`config.mk`:
```
export PLATFORM = sky130hd
export DESIGN_NAME = fsk_pll_scheduler
export DESIGN_NICKNAME = d
export VERILOG_FILES = /design/src/rtl/fsk_pll_scheduler_pkg.sv /design/src/rtl/fsk_pll_scheduler_lock_sync.sv /design/src/rtl/fsk_pll_scheduler.sv
export SDC_FILE = /design/constraint.sdc
export NUM_CORES = 1
export LEC_CHECK = 0
export BUFFER_PORTS_ARGS = -buffer_cell sky130_fd_sc_hd__buf_2
export CORE_MARGIN = 2
export CORE_UTILIZATION = 50
export DETAILED_ROUTE_END_ITERATION = 6
export PLACE_DENSITY = 0.75
export SYNTH_ARGS = -nofsm -noshare
export SYNTH_HDL_FRONTEND = slang
export SYNTH_SLANG_ARGS = --single-unit
```
`constraint.sdc`:
```
create_clock -name clk_12mhz_int -period 4 [get_ports clk_12mhz_int]
set_input_delay 0.4 -clock clk_12mhz_int [delete_from_list [all_inputs] [get_ports clk_12mhz_int]]
set_output_delay 0.4 -clock clk_12mhz_int [all_outputs]
set_load 0.02 [all_outputs]
```
`src/rtl/fsk_pll_scheduler_pkg.sv`:
```
// Shared definitions for the FSK PLL scheduler: state encodings, default
// timing constants and small field-sanitising helpers.
package fsk_pll_scheduler_pkg;

  typedef enum logic [2:0] {
    S_IDLE      = 3'd0,
    S_SELECT    = 3'd1,
    S_WAIT_LOCK = 3'd2,
    S_EMIT      = 3'd3,
    S_GUARD     = 3'd4,
    S_FINISH    = 3'd5
  } fsk_state_e;

  localparam int FSK_NBITS_DEF        = 128;
  localparam int FSK_LOCK_TIMEOUT_DEF = 1200;  // 100 us at 12 MHz
  localparam int FSK_GUARD_CYCLES_DEF = 12;

  // A zero symbol time means "shortest symbol", not "no symbol".
  function automatic logic [15:0] min1_16(input logic [15:0] v);
    return (v == 16'd0) ? 16'd1 : v;
  endfunction

  // A zero repetition factor means "send once".
  function automatic logic [3:0] min1_4(input logic [3:0] v);
    return (v == 4'd0) ? 4'd1 : v;
  endfunction

endpackage

```
`src/rtl/fsk_pll_scheduler_lock_sync.sv`:
```
// Two-flop synchronizer for an asynchronous PLL LOCKED signal.
module fsk_pll_scheduler_lock_sync (
  input  logic clk_12mhz_int,
  input  logic M_RESET_B,
  input  logic i_async,
  output logic o_sync
);

  logic r_meta;
  logic r_sync;

  // Double-register the async input; cleared to "not locked" in reset.
  always_ff @(posedge clk_12mhz_int or negedge M_RESET_B) begin
    if (!M_RESET_B) begin
      r_meta <= 1'b0;
      r_sync <= 1'b0;
    end else begin
      r_meta <= i_async;
      r_sync <= r_meta;
    end
  end

  assign o_sync = r_sync;

endmodule

```
`src/rtl/fsk_pll_scheduler.sv`:
```
// FSK PLL scheduler: releases only the PLL for the current bit, waits for its
// lock, gates the antenna for each symbol and walks the frame MSB first.
module fsk_pll_scheduler
  import fsk_pll_scheduler_pkg::*;
#(
  parameter int NBITS        = FSK_NBITS_DEF,
  parameter int LOCK_TIMEOUT = FSK_LOCK_TIMEOUT_DEF,
  parameter int GUARD_CYCLES = FSK_GUARD_CYCLES_DEF,
  localparam int BI_W        = $clog2(NBITS)
) (
  input  logic             clk_12mhz_int,
  input  logic             M_RESET_B,
  input  logic             i_frame_valid,
  output logic             o_frame_ready,
  input  logic [NBITS-1:0] i_frame_bits,
  input  logic [15:0]      i_symbol_time,
  input  logic [3:0]       i_rep_factor,
  input  logic             i_abort,
  input  logic             i_pll_888_locked,
  input  logic             i_pll_936_locked,
  output logic             o_pll_888_rst,
  output logic             o_pll_936_rst,
  output logic             o_freq_select,
  output logic             o_wave_enable,
  output logic             o_busy,
  output logic             o_done,
  output logic             o_lock_err,
  output logic [BI_W-1:0]  o_bit_index
);

  localparam int TO_W = $clog2(LOCK_TIMEOUT + 1);
  localparam int GD_W = $clog2(GUARD_CYCLES + 1);

  fsk_state_e       r_state, w_state_nxt;
  logic [NBITS-1:0] r_bits;
  logic [15:0]      r_sym;
  logic [3:0]       r_rep;
  logic [15:0]      r_sym_cnt;
  logic [3:0]       r_rep_cnt;
  logic [TO_W-1:0]  r_to_cnt;
  logic [GD_W-1:0]  r_guard_cnt;
  logic [BI_W-1:0]  r_bit_idx;
  logic             r_pll_888_rst, r_pll_936_rst, r_freq, r_wave, r_lock_err;

  logic w_888_s, w_936_s, w_sel_locked, w_accept;
  logic w_to_hit, w_sym_last, w_guard_last, w_rep_last, w_bit_last, w_next_bit;
  logic [BI_W-1:0] w_bit_idx_dec;

  fsk_pll_scheduler_lock_sync u_sync_888 (
    .clk_12mhz_int (clk_12mhz_int),
    .M_RESET_B     (M_RESET_B),
    .i_async       (i_pll_888_locked),
    .o_sync        (w_888_s)
  );

  fsk_pll_scheduler_lock_sync u_sync_936 (
    .clk_12mhz_int (clk_12mhz_int),
    .M_RESET_B     (M_RESET_B),
    .i_async       (i_pll_936_locked),
    .o_sync        (w_936_s)
  );

  assign w_sel_locked  = r_freq ? w_936_s : w_888_s;
  assign w_accept      = i_frame_valid && (r_state == S_IDLE);
  assign w_to_hit      = (r_to_cnt == TO_W'(LOCK_TIMEOUT - 1));
  assign w_sym_last    = (r_sym_cnt == 16'd0);
  assign w_guard_last  = (r_guard_cnt == '0);
  assign w_rep_last    = (r_rep_cnt == 4'd0);
  assign w_bit_last    = (r_bit_idx == '0);
  assign w_bit_idx_dec = r_bit_idx - BI_W'(1);
  assign w_next_bit    = r_bits[w_bit_idx_dec];

  // State register.
  always_ff @(posedge clk_12mhz_int or negedge M_RESET_B) begin
    if (!M_RESET_B) r_state <= S_IDLE;
    else            r_state <= w_state_nxt;
  end

  // Next-state decode; abort overrides every other transition.
  always_comb begin
    w_state_nxt = r_state;
    case (r_state)
      S_IDLE:      if (w_accept) w_state_nxt = S_SELECT;
      S_SELECT:    w_state_nxt = S_WAIT_LOCK;
      S_WAIT_LOCK: begin
        if (w_sel_locked)  w_state_nxt = S_EMIT;
        else if (w_to_hit) w_state_nxt = S_IDLE;
      end
      S_EMIT: begin
        if (!w_sel_locked)   w_state_nxt = S_IDLE;
        else if (w_sym_last) w_state_nxt = S_GUARD;
      end
      S_GUARD: begin
        if (w_guard_last) begin
          if (!w_rep_last)               w_state_nxt = S_EMIT;
          else if (w_bit_last)           w_state_nxt = S_FINISH;
          else if (w_next_bit == r_freq) w_state_nxt = S_EMIT;
          else                           w_state_nxt = S_SELECT;
        end
      end
      S_FINISH:    w_state_nxt = S_IDLE;
      default:     w_state_nxt = S_IDLE;
    endcase
    if (i_abort) w_state_nxt = S_IDLE;
  end

  // Frame capture, counters and registered PLL/antenna controls.
  always_ff @(posedge clk_12mhz_int or negedge M_RESET_B) begin
    if (!M_RESET_B) begin
      r_bits        <= '0;
      r_sym         <= 16'd1;
      r_rep         <= 4'd1;
      r_sym_cnt     <= 16'd0;
      r_rep_cnt     <= 4'd0;
      r_to_cnt      <= '0;
      r_guard_cnt   <= '0;
      r_bit_idx     <= BI_W'(NBITS - 1);
      r_pll_888_rst <= 1'b1;
      r_pll_936_rst <= 1'b1;
      r_freq        <= 1'b0;
      r_wave        <= 1'b0;
      r_lock_err    <= 1'b0;
    end else if (i_abort) begin
      r_wave        <= 1'b0;
      r_pll_888_rst <= 1'b1;
      r_pll_936_rst <= 1'b1;
    end else begin
      case (r_state)
        S_IDLE: begin
          if (w_accept) begin
            r_bits     <= i_frame_bits;
            r_sym      <= min1_16(i_symbol_time);
            r_rep      <= min1_4(i_rep_factor);
            r_rep_cnt  <= min1_4(i_rep_factor) - 4'd1;
            r_bit_idx  <= BI_W'(NBITS - 1);
            r_lock_err <= 1'b0;
          end
        end
        S_SELECT: begin
          // Swap the reset pair in one edge so both are never released.
          r_freq        <= r_bits[r_bit_idx];
          r_pll_888_rst <= r_bits[r_bit_idx];
          r_pll_936_rst <= ~r_bits[r_bit_idx];
          r_to_cnt      <= '0;
        end
        S_WAIT_LOCK: begin
          if (w_sel_locked) begin
            r_wave    <= 1'b1;
            r_sym_cnt <= r_sym - 16'd1;
          end else if (w_to_hit) begin
            r_lock_err    <= 1'b1;
            r_pll_888_rst <= 1'b1;
            r_pll_936_rst <= 1'b1;
          end else begin
            r_to_cnt <= r_to_cnt + TO_W'(1);
          end
        end
        S_EMIT: begin
          if (!w_sel_locked) begin
            r_wave        <= 1'b0;
            r_lock_err    <= 1'b1;
            r_pll_888_rst <= 1'b1;
            r_pll_936_rst <= 1'b1;
          end else if (w_sym_last) begin
            r_wave      <= 1'b0;
            r_guard_cnt <= GD_W'(GUARD_CYCLES - 1);
          end else begin
            r_sym_cnt <= r_sym_cnt - 16'd1;
          end
        end
        S_GUARD: begin
          if (!w_guard_last) begin
            r_guard_cnt <= r_guard_cnt - GD_W'(1);
          end else if (!w_rep_last) begin
            r_rep_cnt <= r_rep_cnt - 4'd1;
            r_wave    <= 1'b1;
            r_sym_cnt <= r_sym - 16'd1;
          end else if (w_bit_last) begin
            r_pll_888_rst <= 1'b1;
            r_pll_936_rst <= 1'b1;
          end else begin
            r_bit_idx <= w_bit_idx_dec;
            r_rep_cnt <= r_rep - 4'd1;
            // Same frequency as the running PLL: keep it locked and emit.
            if (w_next_bit == r_freq) begin
              r_wave    <= 1'b1;
              r_sym_cnt <= r_sym - 16'd1;
            end
          end
        end
        default: ;
      endcase
    end
  end

  assign o_frame_ready = (r_state == S_IDLE);
  assign o_busy        = (r_state != S_IDLE);
  assign o_done        = (r_state == S_FINISH);
  assign o_pll_888_rst = r_pll_888_rst;
  assign o_pll_936_rst = r_pll_936_rst;
  assign o_freq_select = r_freq;
  assign o_wave_enable = r_wave;
  assign o_lock_err    = r_lock_err;
  assign o_bit_index   = r_bit_idx;

endmodule

```
After elaboration in Yosys (flattened, before gate mapping)
Index checks and enable logic that the tools add are counted.
{ "word_totals": {"wordCells": 155, "register_bits": 202, "out_inout_bits": 15, "in_bits": 154} }
{ "classes": {"reduce_logical": 27, "addsub": 8, "mux": 64, "n_eq_ne": 34, "n_lt_le_gt_ge": 2, "bitwise": 2} }
{ "op_table": {"columns": ["cell", "n"], "rows": [
  ["16-bit 2-to-1 mux", 8],
  ["16-bit case mux with 3 select lines", 1],
  ["16-bit logical NOT", 2],
  ["4-bit 2-to-1 mux", 8],
  ["16-bit by 1-bit subtractor with 16-bit output (second input constant)", 2],
  ["7-bit 2-to-1 mux", 4],
  ["3-bit 2-to-1 mux", 9],
  ["3-bit != test (second input constant)", 9],
  ["2-bit != test (second input constant)", 12],
  ["11-bit 2-to-1 mux", 2],
  ["11-bit case mux with 2 select lines", 1],
  ["1-bit 2-to-1 mux", 20],
  ["6-bit AND reduction", 3],
  ["7-bit by 8-bit < comparator with 1-bit output (second input constant)", 2],
  ["4-bit != test (second input constant)", 4],
  ["4-bit case mux with 2 select lines", 2],
  ["4-bit by 1-bit subtractor with 4-bit output (second input constant)", 4],
  ["3-bit case mux with 5 select lines", 1],
  ["1-bit binary-select mux with 7-bit select", 2],
  ["7-bit case mux with 2 select lines", 1],
  ["4-bit logical NOT", 3],
  ["11-bit by 1-bit adder with 11-bit output (second input constant)", 1],
  ["11-bit equality test (second input constant)", 1],
  ["5-bit AND reduction", 2],
  ["23 further kinds", 33]
]} }

Longest topological paths before layout
Gate-level depths: netlist of the first run.
{ "logic_depth": {"word_depth": 10, "mapped_depth": 17, "ltp_nobuf": 12} }

Modules after synthesis
A second synthesis of the first run with hierarchy kept.
{ "unflattened": {"cells_unflattened": 1054, "area_unflattened_um2": 11599.9} }
{ "by_module_without_submodules": {"columns": ["mod", "n_inst", "area_per_inst_um2", "cells_per_inst", "seq_area_each_um2"], "rows": [
  ["fsk_pll_scheduler", 1, 11499.8, 1050, 4968.5],
  ["fsk_pll_scheduler_lock_sync", 2, 50.0, 2, 50.0]
]} }

Worst setup path after synthesis of the first run
OpenSTA, ideal clock, no wires.
{ "synth_path": {"kind": "register -> register", "from": "register r_bit_idx[1] (netlist: o_bit_index[1])", "to": "register r_sym_cnt[6]", "stages_incl_launch_ff": 17, "slack_ns": -0.354, "synth_period_minus_slack_ns": 4.354, "arrival_ns": 4.212, "path_buffers": 4, "cell_sequence": "dfstp_2 clkbuf_1 buf_1 inv_1 ha_1 buf_4 xor2_2 mux4_1 mux2i_1 o32ai_1 nor4_1 a211oi_2 xor2_2 a31oi_4 buf_2 nor4b_1 a221oi_2"} }
{ "synth_via": {"elab_chain_len": 6} }
{ "synth_rtl": {"columns": ["item", "line_no", "text"], "rows": [
  ["from (decl)", "fsk_pll_scheduler.sv:42", "logic [BI_W-1:0] r_bit_idx;"],
  ["from (signal assigned)", "fsk_pll_scheduler.sv:117", "r_bit_idx <= BI_W'(NBITS - 1);"],
  ["from (signal assigned)", "fsk_pll_scheduler.sv:135", "r_bit_idx <= BI_W'(NBITS - 1);"],
  ["from (signal assigned)", "fsk_pll_scheduler.sv:182", "r_bit_idx <= w_bit_idx_dec;"],
  ["7-bit by 1-bit subtractor with 7-bit output", "fsk_pll_scheduler.sv:70", "assign w_bit_idx_dec = r_bit_idx - BI_W'(1);"],
  ["1-bit binary-select mux with 7-bit select", "fsk_pll_scheduler.sv:71", "assign w_next_bit = r_bits[w_bit_idx_dec];"],
  ["1-bit 2-to-1 mux (implied by the code)", "fsk_pll_scheduler.sv:71", null],
  ["1-bit equality test", "fsk_pll_scheduler.sv:185", "if (w_next_bit == r_freq) begin"],
  ["3-bit != test (no line)", null, null],
  ["8-bit AND reduction (no line) *", null, null],
  ["to (signal assigned)", "fsk_pll_scheduler.sv:168", "r_sym_cnt <= r_sym_cnt - 16'd1;"],
  ["to (signal assigned)", "fsk_pll_scheduler.sv:177", "r_sym_cnt <= r_sym - 16'd1;"],
  ["to (signal assigned)", "fsk_pll_scheduler.sv:187", "r_sym_cnt <= r_sym - 16'd1;"],
  ["to (decl)", "fsk_pll_scheduler.sv:38", "logic [15:0] r_sym_cnt;"]
]} }
Every way passes the cells marked *; elsewhere a longest branch is shown, timed or not. The select of a mux whose other input is x is not followed.
A chain may end at the register's enable or synchronous reset.

Final worst setup path of the first run
{ "layout_path": {"from": "register r_bit_idx[0] (netlist: o_bit_index[0])", "to": "register r_sym_cnt[11]"} }
Same word-level chain as after synthesis.

==> impl_results.md, run 1 <==
- Status: finished with violations
- Failing checks: hold timing
- CP peak stage delay: 0.63 ns
- Final instance area: 13330 sq um
- Die width: 155.5 um
- Post-Syn Nets: 1472
- Worst Setup SP: o_bit_index[0]
- CP Class: flop to flop
- Antenna fix cells: 0
- Post-route DRC violation count: 0
- Switching part of the total: 38.57%
- Gr ovfl total: 0
- CP max stage cell: dfstp_4
- DR iter-0 viols: 678
- Final Setup Violations: 0
- Yosys cell types: 67
- Die footprint: 24190 sq um
- Leakage: 0.006640 uW
- Fin worst setup slack: 0.1784 ns
- Ys async rst share: 100.0%
- Yosys warns: 0
- Post-DR wirelength/cell: 17.30 um
- Die height: 155.5 um
- Ys flop type: dfrtp_1
- Min Hold Slack: -0.02998 ns
- Reg2reg setup slack: 0.18 ns
- Slew Viols, Final: 0
- Worst Tran Pin Value: 0.9609 ns
- Setup crit end kind: flop
- P_int: 5585 uW
- Pwr dens: 681.9 nW/um^2
- DRT Pass-1 Iters: 5
- Worst path required time: 4.42 ns
- Total CTS buffers: 23
- GP Congestion: 0.9499
- Critical R2R Capture: r_sym_cnt[11]
- Comb power frac: 34.9%
- CP Cell Sequence: inv_1, ha_1, xor2_4, buf_12, mux4_1, nand2_1, a21oi_1, nor4_2, a211oi_2, xor2_2, a31oi_4, buf_12, a31o_1, a221oi_2
- H-tree depth: 1
- Setup TNS Final: 0 ns
- Pre-CTS WS: 0.1649 ns
- Tcrit/Tclk final: 95.54%
- Worst Skew: 0.008392 ns
- First-pass GRT wire length: 49.29 mm
- CTS clk-pin slew, worst paths: 0.06 ns
- CP bufs+invs: 3
- Seq pwr share: 43.6%
- Total Power: 9092 uW
- Maximum fanout along the worst path: 37
- Core area: 22570 sq um
- Number of vias per cell: 5.801
- Avg Inst Size Synth: 8.751 sq um
- Largest net degree at the start of global routing: 113
- CP endpoint: r_sym_cnt[11]
- Max-cap viol count: 0
- Clk sink count: 202
- Worst vdd ir: 0.0003227 V
- CTS tree: done
- Reg2reg start: o_bit_index[0]
- HP Class: input port to async pin
- Reg2Reg Depth: 14
- Clock Root Buffer: clkbuf_16
- Largest delay share family, worst path: compound AO/OA/AOI/OAI gates
- Slew HR: 35.94%
- CP arrival: 4.24 ns
- IO buf count: 168
- Number of global-route vias before repair: 9791
- Fin util: 59.07%
- Final hold vios: 23
- Hpwl dp: 21.08 mm
- Tmin final: 3.822 ns
- Post-Syn Instances: 1312
- Final antenna-violating net count: 0
- Yosys reg bits: 202
- Final WL: 30.24 mm
- Fraction of layout cells with a size suffix above 1: 19.82%
- F_max: 261.7 MHz
- Synthesized cell area: 11480 sq um
- Post-synthesis sequential area ratio: 44.15%
- Area delta synth->final: 16.13%
- Starting Density: 50.86%
- Crit-path most repeated cell: buf_12
- Vias: 10140
- Initial antenna violation count: 0
- EDFF count, synth: 0
- Worst setup SP type: flop
- Cell Area, Placed: 12620 sq um
- Std cell rows: 55
- Clock power frac: 21.5%
- Number of cells on the critical path: 14
- GR Util All Layers: 24.96%
- Switching power: 3507 uW
- Clk_lat worst skew: 0.52 ns
- Layout Nets: 1609
- IO Pins: 169
- RSZ-0062 raised after global routing: false
- Clock Path Buffers: 3
## synthesized netlist by cell type (12+ instances only)
| cell | count | area share, % |
|---|---|---|
| nor2_1 | 73 | 2.4 |
| o21ai_0 | 37 | 1.6 |
| a21oi_1 | 41 | 1.8 |
| inv_1 | 16 | 0.52 |
| nor3_1 | 36 | 1.6 |
| nand3_1 | 27 | 1.2 |
| mux2i_1 | 60 | 5.2 |
| buf_2 | 13 | 0.57 |
| o22ai_1 | 12 | 0.65 |
| nor4_1 | 12 | 0.65 |
| mux4_2 | 38 | 7.5 |
| clkbuf_1 | 59 | 1.9 |
| nand2_1 | 489 | 16 |
| dfrtp_1 | 191 | 42 |
## layer usage
layer | part of all wire [%] | track usage, % | vias to the layer above
met5 | 0 | 0 | -
met1 | 44 | 35.30 | 4947
met4 | 1.9 | 5.461 | 0
li1 | - | - | 4814
met3 | 5.9 | 2.861 | 48
met2 | 48 | 41.87 | 332
## final cells by class
class	instances	area (sq um)
clock inverters	8	51.30
fillers	2002	9239
flip-flops and latches	202	5072
inverters	16	62.56
clock buffers	31	635.6
repair buffers	192	1097
multi-input cells	1014	6057
well taps	285	356.6
## metrics by stage
stage,cells,hold WS [ns]
2_1_floorplan,1312,0.1044
3_5_place_dp,1707,0.3465
6_report,1748,-0.02998
3_3_place_gp,1707,0.3363
5_1_grt,1748,0.06769
4_1_cts,1748,0.05126
## cells by family (layout without fill, tap and decap cells)
| group | count (synthesis) | count (layout) | share of synthesized area, % |
|---|---|---|---|
| AND/OR/NAND/NOR | 704 | 704 | 25.86 |
| adder cells (fa/ha/maj) | 6 | 6 | 0.6539 |
| buffers and inverters | 96 | 247 | 3.411 |
| XOR/XNOR | 14 | 14 | 1.264 |
| flip-flops | 202 | 202 | 44.15 |
| multiplexers | 104 | 104 | 13.67 |
| AO/OA/AOI/OAI | 186 | 186 | 11.00 |
## placed cells by master, fill, tap and decap left out, types with 23 or more instances in the layout
cell,n
nand2_1,489
dfrtp_1,191
buf_2,167
nor2_1,73
mux2i_1,60
a21oi_1,41
mux4_2,38
o21ai_0,37
nor3_1,36
nand3_1,27
clkbuf_16,23
## worst register-to-register path: cells and delay by family, from the launching register on
kind            cells  cell delay (ns)
compound gates      5             0.83
xor+xnor            2             0.51
fa+ha+maj           1             0.28
buf+inv             3             0.51
flops               1             0.63
mux                 1             0.59
simple gates        2             0.39
## power groups by stage
stage / logic [uW] / clock network, uW / registers (uW)
finish: 3170 / 1950 / 3960
global route: 3570 / 2070 / 4080
CTS: 3180 / 1990 / 3930
detailed placement: 3160 / 0 / 3950
global placement: 3040 / 0 / 3920
floorplan: 2450 / 0 / 3600
## flip-flops by register name (all words and copies together), names as in the netlist, 3 cells and up
signal       count
o_bit_index      7
r_to_cnt        11
r_rep            4
r_rep_cnt        4
r_sym_cnt       16
r_state          3
r_bits         128
r_guard_cnt      4
r_sym           16
## timing repair
action                                  4_1_cts  5_1_grt
resized for setup                             0        1
endpoints found under the setup margin        0        1
hold endpoints to repair                      2        0
hold buffers                                  2        0
setup buffers                                 0        0
## worst min path at each step
stage                        endpoint  slack, ns  cells after the start
floorplan               o_freq_select       0.10                      0
global placement    u_sync_936.o_sync       0.34                      0
detailed placement  u_sync_888.o_sync       0.35                      0
CTS                 u_sync_888.o_sync       0.05                      1
global route              r_to_cnt[7]       0.07                      1
finish              u_sync_888.o_sync      -0.03                      1
Note: power is estimated with default switching activity, not from simulation.
==> run 2: changes to the inputs <==
--- a/config.mk
+++ b/config.mk
@@ -6,6 +6,7 @@
 export NUM_CORES = 1
 export LEC_CHECK = 0
 export BUFFER_PORTS_ARGS = -buffer_cell sky130_fd_sc_hd__buf_2
+export CORE_ASPECT_RATIO = 0.8
 export CORE_MARGIN = 2
 export CORE_UTILIZATION = 50
 export DETAILED_ROUTE_END_ITERATION = 6
==> run 2 against run 1 <==
  * The flow now finishes without violations
  * Highest routed layer unchanged
  * First-iteration DRC count is 66% higher
  * Clock power is 7% higher
  * Sequential share of layout area is 0.29 points lower
  * Fmax is 0.61% higher
  * Design area is 0.76% higher
  * Core utilization is 0.64 points higher
  * Largest cell class unchanged
  * Flip-flop and latch count stayed put
  * Combinational power is 2% higher
  * Largest power group unchanged
  * Worst hold slack better by 0.042 ns
  * Wire length is 3.2% higher
==> impl_results.md, run 2 (same netlist as run 1, synthesis figures left out) <==
- Status: complete, no violations
- Tmin final: 3.798 ns
- Worst setup SP type: flop
- GP Congestion: 0.9645
- Slew HR: 35.74%
- Maximum fanout along the worst path: 37
- Worst Tran Pin Value: 0.9639 ns
- IO buf count: 168
- Post-DR wirelength/cell: 17.60 um
- Setup TNS Final: 0 ns
- CTS clk-pin slew, worst paths: 0.06 ns
- Clock Path Buffers: 3
- Std cell rows: 49
- Total Power: 9284 uW
- Number of global-route vias before repair: 9495
- Final antenna-violating net count: 0
- Fin util: 59.71%
- Die footprint: 24200 sq um
- Top flop regs: r_bits: 128 flops, r_sym: 16 flops, r_sym_cnt: 16 flops
- Slew Viols, Final: 0
- Final hold vios: 0
- CP Class: flop to flop
- Max reg flops: 128
- CP arrival: 4.21 ns
- Most frequent cells in the layout: nand2_1 (489), dfrtp_1 (191), buf_2 (167)
- Worst Skew: 0.01300 ns
- Die height: 139.5 um
- Worst vdd ir: 0.0003272 V
- Initial antenna violation count: 1
- Setup crit end kind: flop
- Final WL: 31.21 mm
- DR iter-0 viols: 1127
- F_max: 263.3 MHz
- Hpwl dp: 21.66 mm
- Largest register by flop count: r_bits
- Clk_lat worst skew: 0.51 ns
- Die width: 173.4 um
- Cell Area, Placed: 12670 sq um
- Clock Root Buffer: clkbuf_16
- IO Pins: 169
- Leakage: 0.006670 uW
- H-tree depth: 1
- Final Setup Violations: 0
- Worst path required time: 4.41 ns
- CTS tree: done
- Starting Density: 51.03%
- Footprint of the multi-input gates: 6057 sq um
- Fin worst setup slack: 0.2017 ns
- Gr ovfl total: 0
- Pwr dens: 691.1 nW/um^2
- Vias: 10250
- Tcrit/Tclk final: 94.96%
- Post-route DRC violation count: 0
- Clk sink count: 202
- Final instance area: 13430 sq um
- Number of vias per cell: 5.779
- DRT Pass-1 Iters: 7
- Fraction of layout cells with a size suffix above 1: 20.05%
- Max-cap viol count: 0
- HP Class: input port to flop
- # fillers: 1976
- Layout Nets: 1613
- Largest net degree at the start of global routing: 151
- Commonest non-fill, non-tap cell in the layout: nand2_1
- Area delta synth->final: 17.01%
- Core area: 22500 sq um
- Pre-CTS WS: 0.1332 ns
- Register area: 5072 sq um
- First-pass GRT wire length: 50.79 mm
- Total CTS buffers: 21
- GR Util All Layers: 25.87%
run 2: final cells by class:
class                           count  share of cell area, %
Clock buffer                       28                  4.256
Sequential cell                   202                  37.76
Antenna cell                        1                0.01863
Tap cell                          306                  2.850
Clock inverter                      8                  1.080
Timing Repair Buffer              198                  8.485
Inverter                           16                 0.4657
Multi-Input combinational cell   1014                  45.09
run 2: path summary, 6_finish.rpt:
| check | start | end | slack (ns) | depth (start not counted) |
|---|---|---|---|---|
| worst min-delay path | i_pll_936_locked | u_sync_936.r_meta | 0.01 | 1 |
| worst max-delay path | o_bit_index[0] | r_sym_cnt[11] | 0.20 | 14 |
| min in group asynchronous | M_RESET_B | r_bits[39] | 0.53 | 2 |
| worst min register to register | u_sync_888.r_meta | u_sync_888.o_sync | 0.35 | 0 |
| worst max register to register | o_bit_index[0] | r_sym_cnt[11] | 0.20 | 14 |
| max in group asynchronous | M_RESET_B | r_bits[85] | 2.53 | 3 |
run 2: report_power, final:
| part | total, uW | internal [uW] | switching [uW] |
|---|---|---|---|
| registers | 3990 | 2970 | 1020 |
| logic | 3220 | 1520 | 1700 |
| clock network | 2080 | 1260 | 816 |
run 2: timing repair:
| item | CTS | global route |
|---|---|---|
| resized for setup | 0 | 1 |
| hold buffers | 1 | 0 |
| hold endpoints to repair | 85 | 0 |
| endpoints found under the setup margin | 0 | 13 |
| buffers inserted | 0 | 4 |
run 2: worst max-delay path: stages, from the launching register on:
cell       delay [ns]
dfstp_4          0.62
inv_1            0.09
ha_1             0.28
buf_4            0.20
nor3b_1          0.16
xnor2_2          0.36
mux2i_1          0.16
o2111ai_1        0.23
a31oi_1          0.16
a211oi_2         0.37
xor2_2           0.27
a31oi_4          0.13
buf_12           0.19
a31o_1           0.24
a221oi_2         0.26
run 2: metal layers:
layer,global-route usage (%),routed length [um]
met1,39.88,14560
met2,39.14,13680
met3,3.661,2341
met4,5.263,633
met5,0,0
run 2: per-stage QoR:
stage | cells | hold WS (ns)
finish | 1773 | 0.01229
global route | 1772 | 0.006413
CTS | 1768 | 0.004614
detailed placement | 1731 | 0.3404
global placement | 1731 | 0.3355
floorplan | 1312 | 0.1044
